### config.mk
export PLATFORM = sky130hd
export DESIGN_NAME = serial_add_ctrl
export DESIGN_NICKNAME = d
export VERILOG_FILES = /design/src/rtl/serial_add_ctrl.sv
export SDC_FILE = /design/constraint.sdc
export NUM_CORES = 1
export LEC_CHECK = 0
export ABC_AREA = 1
export CORE_UTILIZATION = 26
export CTS_CLUSTER_DIAMETER = 150
export DETAILED_ROUTE_END_ITERATION = 16
export PLACE_DENSITY = 0.49
export SYNTH_ARGS = -nofsm -noshare
export SYNTH_HDL_FRONTEND = slang
export SYNTH_SLANG_ARGS = --single-unit
### constraint.sdc
create_clock -name sys_clk -period 1.6 [get_ports sys_clk]
set_clock_uncertainty 0.2 [all_clocks]
set_input_delay 0.32 -clock sys_clk [delete_from_list [all_inputs] [get_ports sys_clk]]
set_output_delay 0.32 -clock sys_clk [all_outputs]
set_load 0.05 [all_outputs]
### src/rtl/serial_add_ctrl.sv
// Bit-serial adder sequencer: streams two WIDTH-bit operands LSB-first through one 1-bit adder cell.
// Optional subtract mode is compiled in with `define SERIAL_ADD_SUB_EN (adds the 'sub' port).
module serial_add_ctrl #(
    parameter int unsigned WIDTH = 8,
    parameter int unsigned CNT_W = $clog2(WIDTH)
) (
    input  logic             sys_clk,
    input  logic             sys_rst,
    input  logic             start,
`ifdef SERIAL_ADD_SUB_EN
    input  logic             sub,
`endif
    input  logic [WIDTH-1:0] a,
    input  logic [WIDTH-1:0] b,
    output logic             busy,
    output logic             done,
    output logic [WIDTH-1:0] sum,
    output logic             cout
);

    localparam logic [1:0] S_IDLE = 2'd0;
    localparam logic [1:0] S_RUN  = 2'd1;
    localparam logic [1:0] S_DONE = 2'd2;

    localparam logic [CNT_W-1:0] LAST = CNT_W'(WIDTH - 1);

    logic [1:0]       state;
    logic [1:0]       state_next;
    logic [WIDTH-1:0] opa_sr;
    logic [WIDTH-1:0] opb_sr;
    logic [WIDTH-1:0] res_sr;
    logic             carry;
    logic [CNT_W-1:0] cnt;

    logic             ha1_s_c;
    logic             ha1_c_c;
    logic             ha2_s_c;
    logic             ha2_c_c;
    logic             carry_next_c;
    logic [WIDTH-1:0] res_next_c;
    logic [WIDTH-1:0] opb_load_c;
    logic             carry_in_c;
    logic             last_c;

    // Shared cell: two half adders plus an OR for the carry.
    always_comb begin
        ha1_s_c      = opa_sr[0] ^ opb_sr[0];
        ha1_c_c      = opa_sr[0] & opb_sr[0];
        ha2_s_c      = ha1_s_c ^ carry;
        ha2_c_c      = ha1_s_c & carry;
        carry_next_c = ha1_c_c | ha2_c_c;
        res_next_c   = {ha2_s_c, res_sr[WIDTH-1:1]};
        last_c       = (cnt == LAST);
    end

    // Subtract is a + ~b + 1, so cout=1 means no borrow.
    always_comb begin
`ifdef SERIAL_ADD_SUB_EN
        opb_load_c = sub ? ~b : b;
        carry_in_c = sub;
`else
        opb_load_c = b;
        carry_in_c = 1'b0;
`endif
    end

    always_ff @(posedge sys_clk or posedge sys_rst) begin
        if (sys_rst) begin
            state <= S_IDLE;
        end else begin
            state <= state_next;
        end
    end

    always_comb begin
        state_next = state;
        case (state)
            S_IDLE:  if (start) state_next = S_RUN;
            S_RUN:   if (last_c) state_next = S_DONE;
            S_DONE:  state_next = S_IDLE;
            default: state_next = S_IDLE;
        endcase
    end

    // Datapath and registered handshake outputs.
    always_ff @(posedge sys_clk or posedge sys_rst) begin
        if (sys_rst) begin
            opa_sr <= '0;
            opb_sr <= '0;
            res_sr <= '0;
            carry  <= 1'b0;
            cnt    <= '0;
            sum    <= '0;
            cout   <= 1'b0;
            busy   <= 1'b0;
            done   <= 1'b0;
        end else begin
            busy <= (state_next == S_RUN) || (state_next == S_DONE);
            done <= (state_next == S_DONE);
            if (state == S_IDLE) begin
                if (start) begin
                    opa_sr <= a;
                    opb_sr <= opb_load_c;
                    carry  <= carry_in_c;
                    cnt    <= '0;
                end
            end else if (state == S_RUN) begin
                opa_sr <= {1'b0, opa_sr[WIDTH-1:1]};
                opb_sr <= {1'b0, opb_sr[WIDTH-1:1]};
                res_sr <= res_next_c;
                carry  <= carry_next_c;
                // Result lands in sum on the same edge DONE is entered.
                if (last_c) begin
                    sum  <= res_next_c;
                    cout <= carry_next_c;
                end else begin
                    cnt <= cnt + CNT_W'(1);
                end
            end
        end
    end

endmodule

==> results of run 1 <==
power by group:
part	internal [W]	switching, W
sequential	0.00145	0.000304
clock	0.000510	0.000358
combinational	0.000965	0.00118
cell type report:
class                           count  area share, %
Sequential cell                    40           38.5
Multi-Input combinational cell    138           25.8
Timing Repair Buffer               42           20.1
Inverter                           44           6.34
Tap cell                           96           4.61
Clock buffer                        6           3.17
Clock inverter                      2           1.49
registers in the layout, summed over array words and instances (netlist names):
register and flops:
done 1, carry 1, res_sr 7, opb_sr 8, busy 1, cnt 3
cout 1, sum 8, opa_sr 8, state 2
repair_timing:
item	4_1_cts	5_1_grt
endpoints found under the setup margin	1	1
hold buffers	0	0
pin swaps	0	0
gates resized for setup	2	2
routing by layer:
metal	share of wire (%)	routed length, um	up-vias	GRT usage (%)
met5	0	0	-	0
met4	1.2	44	0	3.64
met3	3.5	130	5	3.79
met2	47	1710	25	18.5
met1	48	1780	715	13.9
li1	-	-	780	-
cells in the final DEF (no fill, tap or decap), drive strengths merged:
cell	n
nor2	5
bufinv	1
dfrtp	40
inv	44
o21ai	32
nand2	78
fa	1
ha	3
nand3	19
buf	24
clkdlybuf4s50	18
clkinv	1
clkbuf	6
worst min path at each step:
stage                     cells after the start       from  slack, ps        end
after floorplan                               2  res_sr[1]        240     sum[0]
after global placement                        2  res_sr[1]        260     sum[0]
after detailed placement                      2  opb_sr[4]        270  opb_sr[4]
after CTS                                     3    sys_rst        180     sum[6]
after global routing                          3    sys_rst        200     sum[6]
final                                         3    sys_rst        170     sum[5]
critical path: stages (launching register included):
cell and delay (ps):
dfrtp_1 390, ha_2 200, ha_4 170, nand2_1 80, nand3_2 90, ha_1 290
inv_1 30
per-stage QoR:
step,util [%],instance area [um2]
final,37.9,2600
after detailed placement,35.9,2460
after floorplan,-,1880
after CTS,37.8,2600
after global routing,37.9,2600
after global placement,35.9,2460
kinds of logic after synthesis:
kind of cell               count (synthesis)  share of synthesized area (%)
and+or+nand+nor                          102                           23.1
buffers and inverters                     53                           11.9
DFF                                       40                           53.4
AOI/OAI and AO/OA                         32                           8.54
adders and majority gates                  4                           3.07
==> results.tsv, run 1 <==
stage	metric	value	unit
status	status	finished clean	
floorplanning	I/O Pins	30	
floorplanning	die extent in x	86.9	um
critical_path	crit path kind	flop to flop	
synth	Post-Syn Area	0.00188	mm2
finish	layout cells sized above 1	15.4	%
critical_path	CP endpoint kind	flop	
clock_network	CTS tree	built	
synth	share of the synthesized area in the top cell type	53.4	%
timing	Slew headroom	79.0	%
critical_path	Critical Path Sink	busy	
clock_network	CTS clk-pin slew, worst paths	80	ps
synth	Seq/Total Area, Yosys	53.4	%
finish	sequential cell area	0.00100	mm2
pwr	Max rail drop VDD	0.000504	V
synth	Synth area leaders	dfrtp_1 (53%), nand2_1 (15%), inv_1 (8.6%)	
finish	P&R area growth vs syn	38.8	%
floorplanning	DIE AREA	0.00756	mm2
drt	drt initial violations	134	
timing	Final TNS setup	0	ps
timing	unrepaired setup endpoints after global routing	false	
clock_network	Skew-Pair Late Insertion Delay	290	ps
critical_path	Worst Path Required	1590	ps
clock_network	CTS sink cnt	40	
critical_path	CP max FO	3	
finish	fillers	706	
finish	Post-Layout Cell Count	368	
place	DP HPWL	2590	um
drt	final wirelength	3660	um
timing	final hold vios	0	
clock_network	CTS max path bufs	2	
critical_path	WP data arrival	1540	ps
drt	ANT nets after route	0	
synth	Synth cell types	17	
synth	area leader, netlist	dfrtp_1	
critical_path	Worst R2R Setup Slack	60	ps
finish	diode count	0	
timing	final clock period utilization by the worst path	96.5	%
clock_network	CTS root buf	clkbuf_8	
place	gpl congestion	0.714	
synth	Ys Warns	0	
timing	worst-margin pin slew	314	ps
place	Port Buffer Count	29	
drt	Via density	4.14	
synth	Post-synth ARST share	100	%
clock_network	CTS buffer count	5	
global_routing	gr usage total	11.3	%
place	Post-Place Cells	360	
global_routing	antenna violations before repair	0	
global_routing	first-pass GRT wire length	6540	um
clock_network	Post-CTS Setup Inserts	0	
timing	fin crit period	1540	ps
finish	Multi-input gate area	672	um2
timing	Final Max Slew Viols	0	
synth	most common cell in the netlist	nand2_1	
floorplanning	Std-Cell Rows	30	
drt	DR vias	1525	
drt	TritonRoute pass-1 iters	4	
timing	min setup slack post-route	56.5	ps
job	max_cap viols	0	
synth	Post-Syn Area per Cell	8.12	um2
finish	nets	294	
timing	Max Freq	0.648	GHz
drt	drt drc	0	
global_routing	vias in the first global route	1484	
floorplanning	Starting Density	27.3	%
synth	Mapped Nets	254	
drt	wire per inst	9.95	um
critical_path	Critical path origin	cnt[0]	
global_routing	pin count of the biggest net entering global routing	41	
clock_network	H-Tree Depth	2	
place	pre-CTS setup slack	-90.3	ps
floorplanning	core area	0.00687	mm2
pwr	Pwr per Cell Area	1830	mW/mm2
critical_path	Worst R2R Start	cnt[0]	
critical_path	RR Endpoint	busy	
synth	Post-synth EDFFs	0	
critical_path	crit start category	flop	
pwr	Pwr Total	0.00476	W
synth	register bit count reported by yosys	40	
timing	hold_ws	174	ps
synth	Top FF cell, synth	dfrtp_1	
worst_hold_path	HP Class	primary input to async pin	
synth	top post-synthesis cells by count	nand2_1 (75), inv_1 (43), dfrtp_1 (40)	
pwr	Leak	1.32	nW
global_routing	GR Overflow Total	0	
critical_path	cells on worst reg2reg path	6	
synth	Mapped Cells	231	
floorplanning	Die Y	86.9	um
timing	endpoints failing setup	0	
Power figures use the tool's default switching activity.
==> inputs of run 2 (changes only) <==
Settings changed: CORE_UTILIZATION 26 to 47, PLACE_DENSITY 0.49 to 0.77.
==> run 2 against run 1 <==
Against the previous run: critical path depth did not move; critical endpoint unchanged; count of clock-buffer cells in the layout stayed put; sequential share of layout area is 1.7 points higher; fmax is 1.2% lower; power down 3.0%; clock power fell by 21%; critical path type unchanged; highest routed layer unchanged; global-route usage is 9.5 points higher; sequential power is essentially flat.
==> results.tsv, run 2 (synthesis gave the netlist of run 1 again) <==
stage	metric	value	unit	change
critical_path	CP endpoint kind	flop		
timing	final clock period utilization by the worst path	97.7	%	+1.2 points
finish	nets	291		-1.0%
critical_path	Worst Path Required	1590	ps	about the same
place	gpl congestion	0.762		+6.8%
critical_path	crit path max-delay cell type	dfrtp_1		
pwr	Pwr per Cell Area	1850	mW/mm2	+1.4%
worst_hold_path	HP Class	primary input to async pin		
timing	fin crit period	1560	ps	+19.2 ps
critical_path	Critical Path Sink	busy		
global_routing	gr usage total	20.7	%	+9.5 points
critical_path	largest stage delay on the critical path	390	ps	about the same
floorplanning	Std-Cell Rows	22		-27%
critical_path	CP max FO	3		unchanged
timing	Slew headroom	80.0	%	+1.0 points
finish	Post-Layout Cell Count	317		-14%
place	Port Buffer Count	29		unchanged
finish	utilization after layout	66.6	%	+29 points
clock_network	H-Tree Depth	2		unchanged
global_routing	pin count of the biggest net entering global routing	41		unchanged
status	status	finished clean		
pwr	switch share	40.5	%	+1.9 points
drt	Via density	4.85		+17%
floorplanning	Die Y	65.2	um	-25%
pwr	Clock power frac	14.9	%	-3.3 points
floorplanning	DIE AREA	0.00425	mm2	-44%
finish	commonest non-fill, non-tap cell in the layout	nand2_1		
drt	drt drc	0		unchanged
finish	fillers	317		-55%
global_routing	first-pass GRT wire length	6500	um	-0.64%
critical_path	WP data arrival	1560	ps	+20 ps
critical_path	crit path kind	flop to flop		
critical_path	Buf/Inv on CP	1		unchanged
floorplanning	Starting Density	50.1	%	+23 points
timing	final hold vios	0		unchanged
job	max_cap viols	0		unchanged
clock_network	CTS max path bufs	2		unchanged
drt	wire per inst	11.8	um	+19%
critical_path	cells on worst reg2reg path	6		unchanged
pwr	Leak	1.29	nW	-2.0%
floorplanning	I/O Pins	30		unchanged
drt	DR vias	1538		+0.85%
finish	P&R area growth vs syn	32.9	%	
critical_path	CP cell instances	ha_2, ha_4, nand2_1, nand3_2, ha_1, inv_1		
timing	endpoints failing setup	0		unchanged
finish	diode count	0		unchanged
global_routing	GR Overflow Total	0		unchanged
floorplanning	die extent in x	65.2	um	-25%
pwr	Int Power	0.00275	W	-6.0%
global_routing	antenna violations before repair	0		unchanged
floorplanning	core area	0.00374	mm2	-46%
critical_path	RR Endpoint	busy		
global_routing	vias in the first global route	1414		-4.7%
finish	most frequent cells in the layout	nand2_1 (75), inv_1 (43), dfrtp_1 (39)		
critical_path	cell count along the critical path	6		unchanged
timing	Max Freq	0.640	GHz	-1.2%
clock_network	CTS buffer count	5		unchanged
drt	drt initial violations	86		-36%
pwr	Psw	0.00187	W	+1.8%
pwr	combinational power share	46.6	%	+1.6 points
critical_path	crit start category	flop		
finish	layout cells sized above 1	14.5	%	-0.94 points
clock_network	CTS sink cnt	40		unchanged
critical_path	Critical path origin	cnt[1]		
finish	top flop regs	opa_sr x8, opb_sr x8, sum x8		
clock_network	CTS tree	built		
pwr	Seq pwr share	38.6	%	+1.8 points
clock_network	CTS clk-pin slew, worst paths	70	ps	about the same
critical_path	CP delay by family, top	adder cells		
critical_path	Worst R2R Start	cnt[1]		
clock_network	Hold Buf Count CTS	0		unchanged
critical_path	Worst R2R Setup Slack	40	ps	-20 ps
timing	Final Max Slew Viols	0		unchanged
clock_network	CTS root buf	clkbuf_8		
drt	TritonRoute pass-1 iters	5		+1
drt	ANT nets after route	0		unchanged
place	DP HPWL	2520	um	-2.6%
drt	final wirelength	3740	um	+2.1%
timing	worst-margin pin slew	299	ps	-15.1 ps
clock_network	Skew-Pair Late Insertion Delay	300	ps	about the same
place	Post-Place Cells	307		-15%
pwr	Max rail drop VDD	0.00104	V	+110%
-- run 2: cell count changes in the layout (fill, tap and decap cells not counted) --
cell,previous run,this run
buf_4,11,8
clkinv_2,0,2
bufinv_16,1,0
clkinv_4,1,0
-- run 2: layout make-up --
| cell class | count | area (um2) | share of cell area (%) |
|---|---|---|---|
| multi-input combinational | 138 | 672 | 27.0 |
| tap | 48 | 60.1 | 2.41 |
| sequential | 40 | 1000 | 40.2 |
| clock buffer | 6 | 82.6 | 3.31 |
| clock inverter | 2 | 10.0 | 0.402 |
| inverter | 44 | 165 | 6.63 |
| timing repair buffer | 39 | 500 | 20.1 |
-- run 2: power by group through the flow --
| stage | clock network, W | registers (W) | logic, W |
|---|---|---|---|
| 5_1_grt | 0.000760 | 0.00183 | 0.00241 |
| 6_report | 0.000688 | 0.00178 | 0.00215 |
| 4_1_cts | 0.000699 | 0.00178 | 0.00216 |
| 3_3_place_gp | 0 | 0.00176 | 0.00203 |
| 2_1_floorplan | 0 | 0.00203 | 0.00100 |
| 3_5_place_dp | 0 | 0.00179 | 0.00211 |
-- run 2: what timing repair did --
action                                  in CTS  in global routing
setup buffers                                1                  1
endpoints found under the setup margin       1                  1
pin swaps                                    0                  1
resized for setup                            2                  2
-- run 2: metrics by stage --
stage	instance area (um2)	power, W	hold WS (ps)	TNS [ps]	worst slack, ps
2_1_floorplan	1880	0.00303	242	0	20.6
3_3_place_gp	2370	0.00379	250	-349	-55.7
3_5_place_dp	2370	0.00389	261	-1090	-110
4_1_cts	2480	0.00463	182	0	32.9
5_1_grt	2490	0.00501	192	-15.3	-15.3
6_report	2490	0.00462	172	0	37.3
-- run 2: layer usage --
metal,wire (um),track usage [%],vias up
li1,-,-,776
met1,1560,24.5,713
met2,1920,34.7,42
met3,194,6.60,7
met4,67,8.70,0
met5,0,0,-
-- run 2: worst reg2reg max path, stage by stage, from the launching register on --
cell	delay, ps
dfrtp_1	390
ha_2	200
ha_4	170
nand2_1	90
nand3_2	90
ha_1	290
inv_1	30
-- run 2: worst min path at each step --
stage	start	end	slack, ps
floorplan	res_sr[1]	sum[0]	240
global placement	res_sr[1]	sum[0]	250
detailed placement	res_sr[1]	sum[0]	260
CTS	sys_rst	sum[6]	180
global route	sys_rst	sum[7]	190
finish	sys_rst	sum[7]	170
